**src/rtl/cpu_core_pkg.sv**
```systemverilog
// cpu_core_pkg: shared core widths and writeback requester indices
package cpu_core_pkg;
  localparam int XLEN = 64;
  localparam int REG_AW = 5;
  localparam int NUM_REGS = 32;
  localparam int WB_REQ_ALU = 0;
  localparam int WB_REQ_LSU = 1;
  localparam int WB_REQ_MDU = 2;
endpackage

```
**src/rtl/rr_arbiter.sv**
```systemverilog
// rr_arbiter: combinational round-robin pick, searching from ptr+1 upward
module rr_arbiter #(
  parameter int NREQ = 3,
  parameter int IW = (NREQ > 1) ? $clog2(NREQ) : 1
) (
  input  logic [NREQ-1:0] req,
  input  logic [IW-1:0]   ptr,
  output logic [NREQ-1:0] gnt,
  output logic [IW-1:0]   gnt_idx
);
  logic found;
  int idx;
  always_comb begin
    gnt = '0;
    gnt_idx = ptr;
    found = 1'b0;
    idx = 0;
    for (int k = 1; k <= NREQ; k++) begin
      idx = (int'(ptr) + k) % NREQ;
      if (!found && req[idx]) begin
        found = 1'b1;
        gnt[idx] = 1'b1;
        gnt_idx = IW'(idx);
      end
    end
  end
endmodule

```
**src/rtl/regfile_wb_arbiter.sv**
```systemverilog
// regfile_wb_arbiter: round-robin share of the regfile write port plus a
// busy scoreboard of outstanding destination writes
module regfile_wb_arbiter import cpu_core_pkg::*; #(
  parameter int NREQ = 3,
  parameter int XLEN = 64,
  parameter int AW = 5
) (
  input  logic                 clk,
  input  logic                 rst,
  input  logic [NREQ-1:0]      req_valid,
  input  logic [NREQ*AW-1:0]   req_addr,
  input  logic [NREQ*XLEN-1:0] req_data,
  output logic [NREQ-1:0]      req_ready,
  input  logic                 iss_valid,
  input  logic [AW-1:0]        iss_rd,
  output logic [NUM_REGS-1:0]  busy,
  output logic                 w_ena,
  output logic [AW-1:0]        w_addr,
  output logic [XLEN-1:0]      w_data
);
  localparam int IW = (NREQ > 1) ? $clog2(NREQ) : 1;
  logic [IW-1:0] ptr, gnt_idx;
  logic [AW-1:0] g_addr;
  logic [XLEN-1:0] g_data;
  logic [NUM_REGS-1:0] busy_nxt;
  logic xfer;
  rr_arbiter #(.NREQ(NREQ), .IW(IW)) u_arb (
    .req(req_valid),
    .ptr(ptr),
    .gnt(req_ready),
    .gnt_idx(gnt_idx)
  );
  assign xfer = |req_valid;
  assign g_addr = req_addr[gnt_idx*AW +: AW];
  assign g_data = req_data[gnt_idx*XLEN +: XLEN];
  // a new issue wins over a same-register commit: the newer producer is outstanding
  always_comb begin
    busy_nxt = busy;
    if (w_ena) busy_nxt[w_addr] = 1'b0;
    if (iss_valid && iss_rd != '0) busy_nxt[iss_rd] = 1'b1;
    busy_nxt[0] = 1'b0;
  end
  always_ff @(posedge clk or negedge rst) begin
    if (!rst) begin
      ptr <= IW'(NREQ - 1);
      w_ena <= 1'b0;
      w_addr <= '0;
      w_data <= '0;
      busy <= '0;
    end else begin
      if (xfer) begin
        ptr <= gnt_idx;
        w_addr <= g_addr;
        w_data <= g_data;
      end
      w_ena <= xfer && g_addr != '0;
      busy <= busy_nxt;
    end
  end
endmodule

```
**config.mk**
```make
export PLATFORM = sky130hd
export DESIGN_NAME = regfile_wb_arbiter
export DESIGN_NICKNAME = d
export VERILOG_FILES = /design/src/rtl/cpu_core_pkg.sv /design/src/rtl/rr_arbiter.sv /design/src/rtl/regfile_wb_arbiter.sv
export SDC_FILE = /design/constraint.sdc
export NUM_CORES = 1
export LEC_CHECK = 0
export ABC_AREA = 1
export CORE_AREA = 2 2 126 128
export DETAILED_ROUTE_END_ITERATION = 10
export DIE_AREA = 0 0 128 130
export DONT_BUFFER_PORTS = 1
export GPL_TIMING_DRIVEN = 0
export PLACE_DENSITY = 0.55
export SYNTH_ARGS = -nofsm -noshare
export SYNTH_HDL_FRONTEND = slang
export SYNTH_SLANG_ARGS = --single-unit
```
**constraint.sdc**
```tcl
create_clock -name clk -period 2.3 [get_ports clk]
set_input_delay 0.46 -clock clk [delete_from_list [all_inputs] [get_ports clk]]
set_output_delay 0.46 -clock clk [all_outputs]
set_load 0.01 [all_outputs]
```
==> results.cfg, run 1 <==
[setup_path]
arrival_ns = 2.07
r2r-end = w_data[7]
timing.critical_path.from = ptr[1]
cp-start-kind = flop
rrSetupSlack_ns = -0.19
r2r-start = ptr[1]
critPathKind = reg -> out
crit_fanout = 7
worstRegToRegCells = 15
endpoint_kind = output pin
cp.required_ns = 1.84

[placement]
gp_congestion = 0.812
port_buffers = 0
dp_hpwl_um = 15500

[yosys]
synth-seq-cells = 103
synth_cell_type_count = 29
synthCells = 746
synthesis.area_mm2 = 0.00575
ys_seq_area_share_pct = 44.8
synth_commonest_cells = dfrtp_1, nand2_1, o21ai_0, inv_1, nand3_1
synth_edf_count = 0
synth_area_leaders = dfrtp_1, o21ai_0, nand3_1, nand2_1, inv_1
ys.flop_type = dfrtp_1
yosys.area.top_type = dfrtp_1
synth_nets = 968
yosys_warnings = 0
synthMostInstantiatedCell = dfrtp_1
syn_area_per_cell_um2 = 7.71
yosys.area.top_type_share_pct = 44.4
synth_async_sr_flop_share_pct = 100

[clock_network]
cts_tree = yes
cts.clk_slew.worst_paths_ns = 0.08
cts.sinks = 103
clkLatencyLatePin_ns = 0.36
clockBufferDepth = 2
cts_buffers = 9
root_buffer = clkbuf_16
htreeDepth = 3

[final_layout]
diodes = 0
final_nets = 1007
layout-drive-gt1-share_pct = 21.9
fin_util_pct = 46.7
fill_cells = 1523
multiInputGateArea_mm2 = 0.00298
area_growth_pct = 25.2
seq_area_mm2 = 0.00258

[floorplanning]
core_mm2 = 0.0154
rows = 46
dieWidth_um = 128
die_height_um = 130
die_area_mm2 = 0.0166
initial_core_util_pct = 37.3
ios = 323

[timing]
skew_ns = 0.00968
slew-limit-headroom_pct = 43.8
fin_ws_ns = -0.227
hold_violations = 103
finalCritPeriodShare_pct = 110
worst_pin_slew_ns = 0.837
clock.fmax_ghz = 0.396
rsz0062_at_grt = yes
fin_hold_ws_ns = -0.208
slew_violations = 0
final-setup-viol-count = 73
fin_crit_ns = 2.53

[global_routing]
grt_pass1_vias = 5533
grt_use_total_pct = 24.5
grt_pass1_wl_um = 31200
grt_max_degree = 104
grt_remaining_overflow = 0
antenna_found_initial = 0

[status]
violations = negative hold slack, negative setup slack
status = finished, violations left

[min_path]
worstHoldPathType = in -> async

[detailed_routing]
via_per_inst = 5.90
first_pass_iters = 5
routed-via-count = 5798
drc = 0
antenna_violating_nets_post_route = 0
wl_per_cell_um = 22.3
routed_wl_um = 21900
drtIter0Drc = 391

[flow_run]
maxCapViolCount = 0
-- stage by stage --
stage | setup WS (ns) | hold slack [ns] | cells | area [um^2] | setup TNS (ns)
final | -0.227 | -0.208 | 982 | 7210 | -9.83
after global routing | -0.288 | -0.226 | 982 | 7210 | -17.24
after CTS | -0.0813 | -0.223 | 970 | 6770 | -2.35
after detailed placement | -0.552 | 0.167 | 938 | 5990 | -27.34
after global placement | -0.499 | 0.167 | 938 | 5990 | -25.00
after floorplan | 0.126 | 0.164 | 746 | 5750 | 0
-- worst max-delay path by stage --
stage / to / cells after the start
after floorplan: w_data[0] / 13
after global placement: w_data[37] / 14
after detailed placement: w_data[37] / 14
after CTS: w_data[17] / 13
after global routing: w_data[28] / 15
final: req_ready[1] / 9
-- cell families (layout without fill, tap and decap cells) --
group | after synthesis | count (layout) | share of synthesized area (%)
flip-flops | 103 | 103 | 44.8
other | 1 | 1 | 0.0652
AND/OR/NAND/NOR | 252 | 252 | 19.6
adder cells (fa/ha/maj) | 4 | 4 | 0.870
buffers and inverters | 140 | 184 | 11.0
AO/OA/AOI/OAI | 246 | 246 | 23.7
-- sequential cells by signal, summed over array words and instances, names as in the netlist --
name,flops
ptr,2
busy,31
w_ena,1
w_addr,5
w_data,64
-- routing by layer --
layer  wire length [um]  GRT usage, %  share of wire, %  vias up
li1                   -             -                 -     2617
met1               8610          30.4                39     2818
met2              10900          41.3                50      317
met3               1750          5.86               8.0       46
met4                596          9.89               2.7        0
met5                  0             0                 0        -
-- placed cells by master, fill, tap and decap left out, types with 7 or more instances in the layout --
cell / n
clkbuf_1: 12
o211ai_1: 22
nor2_1: 45
nand3_2: 11
o21ai_0: 73
inv_2: 7
a21oi_2: 17
dfrtp_1: 102
nand2_1: 79
nand2_2: 16
nand3_1: 73
inv_1: 85
buf_6: 11
o21ai_2: 8
o21ai_1: 52
clkbuf_16: 13
a31oi_1: 43
buf_8: 8
nand2_4: 9
a21oi_1: 26
buf_4: 28
-- cell type report --
class	instances	area share [%]
Timing Repair Buffer	29	4.38
Clock buffer	10	3.32
Sequential cell	103	35.8
Tap cell	192	3.33
Buffer	45	5.75
Multi-Input combinational cell	503	41.3
Clock inverter	6	1.04
Inverter	94	5.07
-- worst max-delay path: stages (launching register included) --
cell and delay (ns):
dfstp_2 0.58, ha_4 0.26, inv_8 0.10, nand2_4 0.05
nand3_4 0.09, nand2_4 0.07, nor2_4 0.19, buf_4 0.16
nand2_4 0.06, o211ai_1 0.16
-- what timing repair did --
item,4_1_cts,5_1_grt
gates cloned,1,4
buffers inserted,15,11
gates resized for setup,101,80
pin swaps,8,40
hold endpoints to repair,103,103
setup endpoints to repair,73,73
Power of run 1 is left out: the tool's default activity adds up to more than one toggle a clock period on the data nets, which glitch-free logic cannot reach.
==> run 2, diff against run 1 <==
--- a/config.mk
+++ b/config.mk
@@ -6,12 +6,14 @@
 export NUM_CORES = 1
 export LEC_CHECK = 0
 export ABC_AREA = 1
-export CORE_AREA = 2 2 126 128
+export CELL_PAD_IN_SITES_DETAIL_PLACEMENT = 0
+export CELL_PAD_IN_SITES_GLOBAL_PLACEMENT = 1
+export CORE_AREA = 2 2 125 127
 export DETAILED_ROUTE_END_ITERATION = 10
-export DIE_AREA = 0 0 128 130
+export DIE_AREA = 0 0 127 129
 export DONT_BUFFER_PORTS = 1
 export GPL_TIMING_DRIVEN = 0
-export PLACE_DENSITY = 0.55
+export PLACE_DENSITY = 0.75
 export SYNTH_ARGS = -nofsm -noshare
 export SYNTH_HDL_FRONTEND = slang
 export SYNTH_SLANG_ARGS = --single-unit
==> results.cfg, run 2 (synthesis results as in run 1) <==
[setup_path]
arrival_ns = 2.66
cp-start-kind = flop
slowest_stage = dfstp_2
critPathKind = reg -> reg
crit_chain = ha_4, inv_6, nand2_4, nand3_4, nand2_2, nor2_4, nand2_2, nand2_4, nor2_4, nor2_4, buf_6, buf_12, buf_6, a21oi_2, o21ai_1, a31oi_1
slowest_delay_ns = 0.58
crit_fanout = 8
crit_top_cell = nor2_4
cp.required_ns = 2.50
worstRegToRegCells = 16
endpoint_kind = flop

[final_layout]
regMostFlops = w_data
fill_cells = 1439
final_cell_mix = dfrtp_1, inv_1, o21ai_0, nand2_1, nand3_1
largestRegisters = w_data x64, busy x31, w_addr x5
layout-drive-gt1-share_pct = 22.9
final_nets = 1016
diodes = 0
largest_reg_flops = 64
area_growth_pct = 28.4
final_common_cell = dfrtp_1

[detailed_routing]
routed-via-count = 5757
drtIter0Drc = 468
first_pass_iters = 4
wl_per_cell_um = 22.2
antenna_violating_nets_post_route = 0
drc = 0
via_per_inst = 5.83
routed_wl_um = 21900

[timing]
rsz0062_at_grt = yes
fin_hold_ws_ns = -0.212
fin_crit_ns = 2.45
worst_pin_slew_ns = 0.896
hold_violations = 103
skew_ns = 0.00952
final-setup-viol-count = 65
slew_violations = 0
finalCritPeriodShare_pct = 107
slew-limit-headroom_pct = 39.8
fin_ws_ns = -0.154
clock.fmax_ghz = 0.407

[status]
violations = negative hold slack, negative setup slack
status = finished, violations left

[floorplanning]
core_mm2 = 0.0150
initial_core_util_pct = 38.4
rows = 45
ios = 323
die_height_um = 129
dieWidth_um = 127
die_area_mm2 = 0.0164

[clock_network]
cts.sinks = 103
htreeDepth = 3
cts_buffers = 9
cts.clk_slew.worst_paths_ns = 0.08
clockBufferDepth = 2
clkLatencyLatePin_ns = 0.36
root_buffer = clkbuf_16
cts_tree = yes

[placement]
pre_cts_ws_ns = -0.537
dp_hpwl_um = 15600
gp_congestion = 0.870
port_buffers = 0

[global_routing]
grt_max_degree = 104
grt_remaining_overflow = 0
grt_use_total_pct = 25.1
grt_pass1_wl_um = 31700
grt_pass1_vias = 5581
antenna_found_initial = 0

[flow_run]
maxCapViolCount = 0

[min_path]
worstHoldPathType = in -> async
## run 2: cell types whose count changed in the layout (fill, tap and decap cells not counted), sizes merged
cell / previous run / this run
clkbuf: 27 / 30
buf: 57 / 62
clkinvlp: 1 / 0
bufbuf: 0 / 1
bufinv: 1 / 2
## run 2: final cells by class
class                      instances  area [um^2]  share of cell area [%]
buffer                            46          432                    5.84
tap                              188          235                    3.18
clock buffer                      10          239                    3.23
inverter                          94          365                    4.94
timing repair buffer              37          494                    6.69
multi-input combinational        503         2950                    39.9
clock inverter                     6         97.6                    1.32
sequential                       103         2580                    34.9
## run 2: what timing repair did
action / in CTS / in global routing
gates resized for setup: 115 / 74
gates cloned: 6 / 3
setup endpoints to repair: 74 / 74
buffers inserted: 22 / 9
pin swaps: 32 / 29
endpoints found under the hold margin: 103 / 103
## run 2: through the flow
stage / util (%) / area, um^2 / hold WS, ns / cells / setup TNS, ns
5_1_grt: 49.3 / 7390 / -0.221 / 987 / -15.29
3_3_place_gp: 40.0 / 5990 / 0.167 / 934 / -23.40
4_1_cts: 47.0 / 7040 / -0.220 / 978 / -6.80
6_report: 49.3 / 7390 / -0.212 / 987 / -5.80
3_5_place_dp: 40.0 / 5990 / 0.167 / 934 / -30.35
2_1_floorplan: - / 5750 / 0.164 / 746 / 0
## run 2: path summary, 6_finish.rpt
| path | from | end | slack [ns] |
|---|---|---|---|
| hold reg to reg | busy[13] | busy[13] | 0.59 |
| min in group clk | req_data[186] | w_data[58] | 0.23 |
| setup reg to reg | ptr[1] | w_data[1] | -0.15 |
| max in group asynchronous | rst | ptr[1] | 2.29 |
| hold / removal | rst | busy[12] | -0.21 |
| setup / recovery | ptr[1] | w_data[1] | -0.15 |
## run 2: routing by layer
layer  vias up  track usage (%)  wire, um
met5         -                0         0
met4         0             9.18       462
li1       2631                -         -
met3        31             6.57      1750
met1      2800             30.6      8490
met2       295             43.0     11200
## run 2: critical path: cells and delay by family (launching register included)
family / cells / cell delay [ns]
simple gates: 8 / 0.74
fa+ha+maj: 1 / 0.25
buf+inv: 4 / 0.50
compound gates: 3 / 0.22
flops: 1 / 0.58
Power of run 2 is left out for the same reason.
==> run 3, diff against run 2 <==
--- a/config.mk
+++ b/config.mk
@@ -8,12 +8,11 @@
 export ABC_AREA = 1
 export CELL_PAD_IN_SITES_DETAIL_PLACEMENT = 0
 export CELL_PAD_IN_SITES_GLOBAL_PLACEMENT = 1
-export CORE_AREA = 2 2 125 127
+export CORE_UTILIZATION = 35
 export DETAILED_ROUTE_END_ITERATION = 10
-export DIE_AREA = 0 0 127 129
 export DONT_BUFFER_PORTS = 1
 export GPL_TIMING_DRIVEN = 0
-export PLACE_DENSITY = 0.75
+export PLACE_DENSITY = 0.7
 export SYNTH_ARGS = -nofsm -noshare
 export SYNTH_HDL_FRONTEND = slang
 export SYNTH_SLANG_ARGS = --single-unit
==> results.cfg, run 3 (synthesis results as in run 1) <==
[status]
status = finished, violations left
violations = negative hold slack, negative setup slack

[global_routing]
antenna_found_initial = 0
grt_pass1_vias = 5613
grt_remaining_overflow = 0
grt_max_degree = 104
grt_pass1_wl_um = 30900
grt_use_total_pct = 24.0

[detailed_routing]
routed_wl_um = 21400
drtIter0Drc = 405
first_pass_iters = 5
wl_per_cell_um = 21.1
antenna_violating_nets_post_route = 0
via_per_inst = 5.66
drc = 0
routed-via-count = 5730

[floorplanning]
ios = 323
rows = 46
dieWidth_um = 130
die_height_um = 130
die_area_mm2 = 0.0170
core_mm2 = 0.0159
initial_core_util_pct = 36.1

[placement]
port_buffers = 0
pre_cts_ws_ns = -0.645
gp_congestion = 0.825
dp_hpwl_um = 15200

[final_layout]
regMostFlops = w_data
largest_reg_flops = 64
layout-drive-gt1-share_pct = 23.9
final_common_cell = dfrtp_1
final_nets = 1013
largestRegisters = w_data x64, busy x31, w_addr x5
area_growth_pct = 26.7
diodes = 0
final_cell_mix = dfrtp_1, inv_1, nand3_1, o21ai_0, nand2_1

[clock_network]
clkLatencyLatePin_ns = 0.35
cts.clk_slew.worst_paths_ns = 0.08
cts_tree = yes
cts_buffers = 9
clockBufferDepth = 2
htreeDepth = 3
root_buffer = clkbuf_16
cts.sinks = 103

[timing]
hold_violations = 102
finalCritPeriodShare_pct = 109
skew_ns = 0.0105
slew-limit-headroom_pct = 36.2
fin_ws_ns = -0.218
slew_violations = 0
fin_crit_ns = 2.52
worst_pin_slew_ns = 0.950
clock.fmax_ghz = 0.397
rsz0062_at_grt = yes
fin_hold_ws_ns = -0.203
final-setup-viol-count = 73

[setup_path]
endpoint_kind = output pin
arrival_ns = 2.06
critPathKind = reg -> out
cp.required_ns = 1.84
cp-start-kind = flop
crit_fanout = 7

[flow_run]
maxCapViolCount = 0

[min_path]
worstHoldPathType = in -> async
-- run 3: area by class of cell --
| class | count | area, um^2 |
|---|---|---|
| clock buffer | 9 | 225 |
| clock inverter | 7 | 56.3 |
| timing repair buffer | 34 | 372 |
| sequential | 103 | 2580 |
| tap | 216 | 270 |
| inverter | 94 | 365 |
| multi-input combinational | 503 | 2990 |
| buffer | 46 | 437 |
| fill | 1641 | 8650 |
-- run 3: timing repair --
action / CTS / global route
gates resized for setup: 117 / 84
setup endpoints to repair: 73 / 73
endpoints found under the hold margin: 103 / 103
pin swaps: 6 / 37
cloned: 4 / 2
buffers inserted: 21 / 7
-- run 3: final timing paths --
| path | startpoint | end | slack, ns | cells past startpoint |
|---|---|---|---|---|
| max in group asynchronous | rst | ptr[1] | 2.27 | 0 |
| hold reg to reg | busy[7] | busy[7] | 0.59 | 2 |
| setup reg to reg | ptr[1] | w_data[4] | -0.21 | 15 |
| setup / recovery | ptr[1] | req_ready[2] | -0.22 | 9 |
| hold / removal | rst | busy[23] | -0.20 | 0 |
| min in group clk | req_data[180] | w_data[52] | 0.24 | 2 |
-- run 3: worst max-delay path: stages, from the launching register on --
cell,delay [ns]
dfstp_2,0.59
ha_4,0.27
inv_8,0.10
nand2_4,0.05
nand3_4,0.08
nand2_4,0.06
nor2_4,0.17
nand2_2,0.11
buf_4,0.14
nand3_1,0.14
-- run 3: per-stage QoR --
step	TNS [ns]	cell area, um^2	utilization [%]	std cells
after floorplan	0	5750	-	746
after global placement	-26.23	6020	37.8	962
after detailed placement	-31.71	6020	37.8	962
after CTS	-3.33	6900	43.3	1003
after global routing	-18.76	7290	45.7	1012
final	-9.51	7290	45.7	1012
-- run 3: metal layers --
layer / share of wire, % / global-route usage (%)
met3: 8.7 / 5.45
met2: 50 / 42.4
met4: 2.2 / 7.46
met5: 0 / 0
met1: 39 / 28.8
Power of run 3 is left out for the same reason.
